--- src/rtl/gpr_wb_ctrl.sv ---
// gpr_wb_ctrl: GPR writeback arbiter with 2-entry load FIFO and busy scoreboard; define WB_LOAD_BYPASS_EN to let loads skip an empty FIFO
module gpr_wb_ctrl (
  input  logic        clk,
  input  logic        reset,
  input  logic        alu_valid,
  input  logic [4:0]  alu_addr,
  input  logic [31:0] alu_data,
  input  logic        ld_valid,
  input  logic [4:0]  ld_addr,
  input  logic [31:0] ld_data,
  output logic        ld_ready,
  input  logic        iss_valid,
  input  logic [4:0]  iss_addr,
  output logic        iss_hazard,
  output logic [31:0] busy,
  output logic        gpr_we_n,
  output logic [4:0]  gpr_wr_addr,
  output logic [31:0] gpr_wr_data
);
  logic [4:0]  f_addr [2];
  logic [31:0] f_data [2];
  logic        wr_ptr, rd_ptr;
  logic [1:0]  count;
  logic [31:0] busy_q, set_mask, clr_mask;
  logic        push, pop, byp, sel_v;
  logic [4:0]  sel_addr;
  logic [31:0] sel_data;
  assign ld_ready = count != 2'd2;
`ifdef WB_LOAD_BYPASS_EN
  assign byp = ld_valid && ld_ready && !alu_valid && count == 2'd0;
`else
  assign byp = 1'b0;
`endif
  assign push = ld_valid && ld_ready && !byp;
  assign pop = !alu_valid && count != 2'd0;
  assign busy = {busy_q[31:1], 1'b0};
  assign iss_hazard = iss_valid && busy[iss_addr] && iss_addr != 5'd0;
  // pick the single write for this cycle: ALU first, then FIFO head, then a bypassed load
  always_comb begin
    sel_v = alu_valid || pop || byp;
    sel_addr = alu_valid ? alu_addr : pop ? f_addr[rd_ptr] : ld_addr;
    sel_data = alu_valid ? alu_data : pop ? f_data[rd_ptr] : ld_data;
    clr_mask = sel_v ? 32'd1 << sel_addr : 32'd0;
    set_mask = (iss_valid && iss_addr != 5'd0) ? 32'd1 << iss_addr : 32'd0;
  end
  // FIFO payload storage; contents are don't-care until count says otherwise
  always_ff @(posedge clk) begin
    if (push) begin
      f_addr[wr_ptr] <= ld_addr;
      f_data[wr_ptr] <= ld_data;
    end
  end
  // FIFO pointers/count, scoreboard and registered GPR write port
  always_ff @(posedge clk) begin
    if (reset) begin
      wr_ptr <= 1'b0;
      rd_ptr <= 1'b0;
      count <= 2'd0;
      busy_q <= 32'd0;
      gpr_we_n <= 1'b1;
      gpr_wr_addr <= 5'd0;
      gpr_wr_data <= 32'd0;
    end else begin
      wr_ptr <= wr_ptr ^ push;
      rd_ptr <= rd_ptr ^ pop;
      count <= count + {1'b0, push} - {1'b0, pop};
      busy_q <= (busy_q & ~clr_mask) | set_mask;
      gpr_we_n <= !(sel_v && sel_addr != 5'd0);
      if (sel_v && sel_addr != 5'd0) begin
        gpr_wr_addr <= sel_addr;
        gpr_wr_data <= sel_data;
      end
    end
  end
endmodule

--- config.mk ---
export PLATFORM = sky130hd
export DESIGN_NAME = gpr_wb_ctrl
export DESIGN_NICKNAME = d
export VERILOG_FILES = /design/src/rtl/gpr_wb_ctrl.sv
export SDC_FILE = /design/constraint.sdc
export NUM_CORES = 1
export LEC_CHECK = 0
export BUFFER_PORTS_ARGS = -buffer_cell sky130_fd_sc_hd__buf_2
export CAP_MARGIN = 20
export CELL_PAD_IN_SITES_DETAIL_PLACEMENT = 1
export CELL_PAD_IN_SITES_GLOBAL_PLACEMENT = 1
export CORE_UTILIZATION = 29
export CTS_CLUSTER_DIAMETER = 80
export DETAILED_ROUTE_END_ITERATION = 8
export PLACE_DENSITY = 0.63
export SETUP_SLACK_MARGIN = 0.5
export SLEW_MARGIN = 20
export SYNTH_ARGS = -nofsm -noshare
export SYNTH_HDL_FRONTEND = slang
export SYNTH_SLANG_ARGS = --single-unit
--- constraint.sdc ---
create_clock -name clk -period 5.8 [get_ports clk]
set_clock_uncertainty 0.1 [all_clocks]
set_input_delay 0.58 -clock clk [delete_from_list [all_inputs] [get_ports clk]]
set_output_delay 0.58 -clock clk [all_outputs]
set_load 0.01 [all_outputs]
==> qor.yml <==
timing:
  finalHoldWorstSlack_ns: 0.251
  finalCriticalPeriod_ns: 3.77
  maxClockFrequency_mhz: 265
  hold_violations: 0
  post-route-period-util_pct: 65.1
  sum_of_negative_setup_slack_ns: 0
  grt_setup_unrepaired: "no"
  drv_slew: 0
  setup_viol: 0
  max_slew.worst_pin.slew_ns: 1.04
  slew-limit-headroom_pct: 30.6
worst_setup_path:
  arrival_ns: 3.97
  setup.worst_path.end_class: "flop"
  critical_path_class: "primary input to flop"
  crit_path_start_kind: "primary input"
  critPathRequiredTime_ns: 6.00
  critPathMaxFanout: 49
global_routing:
  initial_antenna_violation_count: 4
  grt_start_max_net_pins: 75
  grt_first_pass_wirelength_um: 27800
  first_global_vias: 5156
  grt-ovfl-total: 0
  gr-usage-all-layers_pct: 16.6
pwr:
  ir_worst_vdd_v: 0.000236
  power.static_leakage_nw: 3.00
  power.density_nw_per_um2: 407
die:
  core_area_um2: 21100
  initial_cell_density_of_the_core_pct: 29.6
  pin_count: 156
  floorplan.die.width_um: 149
  height_of_the_die_um: 149
  rows: 53
  design.die.area_um2: 22200
logic_synthesis:
  synth_top_cell_area_share_pct: 35.5
  synth.top_cells.by_area: "sky130_fd_sc_hd__edfxtp_1 36%, sky130_fd_sc_hd__dfxtp_1 23%, sky130_fd_sc_hd__mux2i_1 5.8%, sky130_fd_sc_hd__a21oi_1 4.6%, sky130_fd_sc_hd__nor2_1 3.7%"
  asyncSetResetFlopFracSynth_pct: 0
  average_cell_area_after_synthesis_um2: 11.4
  synth-edff-count: 74
  yosys_register_bits: 147
  commonest_cells_post_synth: "74 x sky130_fd_sc_hd__edfxtp_1, 73 x sky130_fd_sc_hd__dfxtp_1, 62 x sky130_fd_sc_hd__nor2_1"
  synth_seq_area_share_pct: 58.9
  synthDominantAreaCellType: "sky130_fd_sc_hd__edfxtp_1"
  synthMostInstantiatedCell: "sky130_fd_sc_hd__edfxtp_1"
  mappedNetlistNets: 638
  synthesis.yosys.warnings: 0
  number_of_instances_in_the_synthesized_netlist: 550
  synth_cell_type_count: 52
  syn-cell-area_um2: 6250
  synth_flop_cell: "sky130_fd_sc_hd__edfxtp_1"
placement:
  place.port_buffers: 154
  place.detailed.instances: 946
  placed_wire_length_estimate_after_detailed_placement_um: 12900
  gp_congestion: 0.841
clocking:
  cts_buffers: 17
  clk_latency_worst_skew_pair_ns: 0.42
  clk_transition_reported_paths_ns: 0.07
  cts-root-to-sink-buffers: 2
  cts-hold-fix-buffers: 0
  htree_levels: 4
  tritoncts_clock_tree: "yes"
  cts_root_buffer: "sky130_fd_sc_hd__clkbuf_16"
  cts_repair_resize_count: 0
  post_cts.repair.setup_buffers: 0
  cts.sink_count: 147
run_status:
  outcome: "complete, no violations"
cells_and_area:
  layoutNonFillerInstCount: 980
  post_layout_util_pct: 36.8
  area_growth_syn_to_layout_pct: 24.1
  final_net_count: 778
  fraction_of_final_layout_cells_with_drive_strength_greater_than_1_pct: 31.2
drt:
  vias: 4950
  drt-wirelength-per-cell_um: 18.5
  final_antenna_net_count: 0
  routed_wl_um: 18100
  dr.first_iter.drc_count: 224
  remaining_drc_errors: 0
  drt_pass1_iterations: 4
  detail_route.vias_per_cell: 5.05
flow_run:
  max_cap_violations: 0
hold_path:
  holdCritPathClass: "primary input to flop"
cell usage in the layout, fill, tap and decap left out, drive strengths merged, types with 3 or more instances in the layout:
master    netlist  routed
nand3           8       8
a221oi         34      34
dfxtp          73      73
o211ai          5       5
nor2           62      62
mux4            7       7
o21ai          35      35
buf            18     159
ha              4       4
nand2          47      47
clkinvlp        0       3
inv            14      17
o22a            8       8
nand2b          4       4
nor3            3       3
mux2i          36      36
a21oi          57      57
clkinv          0       6
edfxtp         74      74
nor2b           5       5
clkbuf         20      20
and2            4       4
flip-flops by register name (all words and copies together) (netlist names):
register	count
f_data	64
gpr_wr_data	32
busy_q	31
f_addr	10
gpr_wr_addr	5
count	2
gpr_we_n	1
rd_ptr	1
wr_ptr	1
final timing paths:
check | from | end | slack [ns] | cells past startpoint
max | alu_valid | gpr_wr_data[31]$_SDFFE_PP0P_ | 2.03 | 9
min | ld_data[14] | f_data[1][14]$_DFFE_PP_ | 0.25 | 1
max reg2reg | count[1]$_SDFF_PP0_ | gpr_wr_data[31]$_SDFFE_PP0P_ | 2.59 | 8
min reg2reg | gpr_wr_addr[1]$_SDFFE_PP0P_ | gpr_wr_addr[1]$_SDFFE_PP0P_ | 0.38 | 2
final cells by class:
type | instances | area, um^2
Clock buffer | 20 | 447
Antenna cell | 2 | 5.00
Multi-Input combinational cell | 351 | 2340
Clock inverter | 12 | 82.6
Sequential cell | 147 | 3680
Tap cell | 275 | 344
Timing Repair Buffer | 159 | 808
Inverter | 14 | 52.6
Fill cell | 2399 | 13300
report_power, final:
| part | internal [W] | switching (W) |
|---|---|---|
| logic | 0.000297 | 0.000522 |
| clock network | 0.000558 | 0.000432 |
| registers | 0.00126 | 0.0000875 |
| total | 0.00212 | 0.00104 |
metrics by stage:
| stage | cell area [um^2] | total power [W] | worst slack (ns) |
|---|---|---|---|
| floorplan | 6250 | 0.00192 | 3.30 |
| global placement | 7230 | 0.00216 | 1.82 |
| detailed placement | 7230 | 0.00220 | 1.57 |
| CTS | 7750 | 0.00320 | 2.00 |
| global route | 7750 | 0.00332 | 1.71 |
| finish | 7760 | 0.00316 | 2.03 |
metal layers:
layer	GRT usage, %	share of wire, %	vias to the layer above
li1	-	-	2336
met1	20.8	45	2416
met2	27.3	47	167
met3	4.74	6.6	29
met4	5.41	1.7	2
met5	0	0.044	-
critical path, stage by stage:
cell and delay (ns):
sky130_fd_sc_hd__buf_2 0.67, sky130_fd_sc_hd__o21bai_2 0.25, sky130_fd_sc_hd__buf_4 0.33, sky130_fd_sc_hd__inv_2 0.22, sky130_fd_sc_hd__a211oi_2 0.35, sky130_fd_sc_hd__a41o_1 0.22
sky130_fd_sc_hd__buf_4 0.35, sky130_fd_sc_hd__nand2_2 0.51, sky130_fd_sc_hd__a221oi_1 0.44
logic make-up (layout without fill, tap and decap cells):
family	count (synthesis)	in the layout	synth area share, %
AO/OA/AOI/OAI	156	156	17.2
flip-flops	147	147	58.9
AND/OR/NAND/NOR	142	142	10.1
buffers and inverters	52	205	3.86
multiplexers	45	45	8.65
adder cells (fa/ha/maj)	4	4	0.801
XOR/XNOR	3	3	0.420
other	1	3	0.0600
Power figures use the tool's default switching activity.
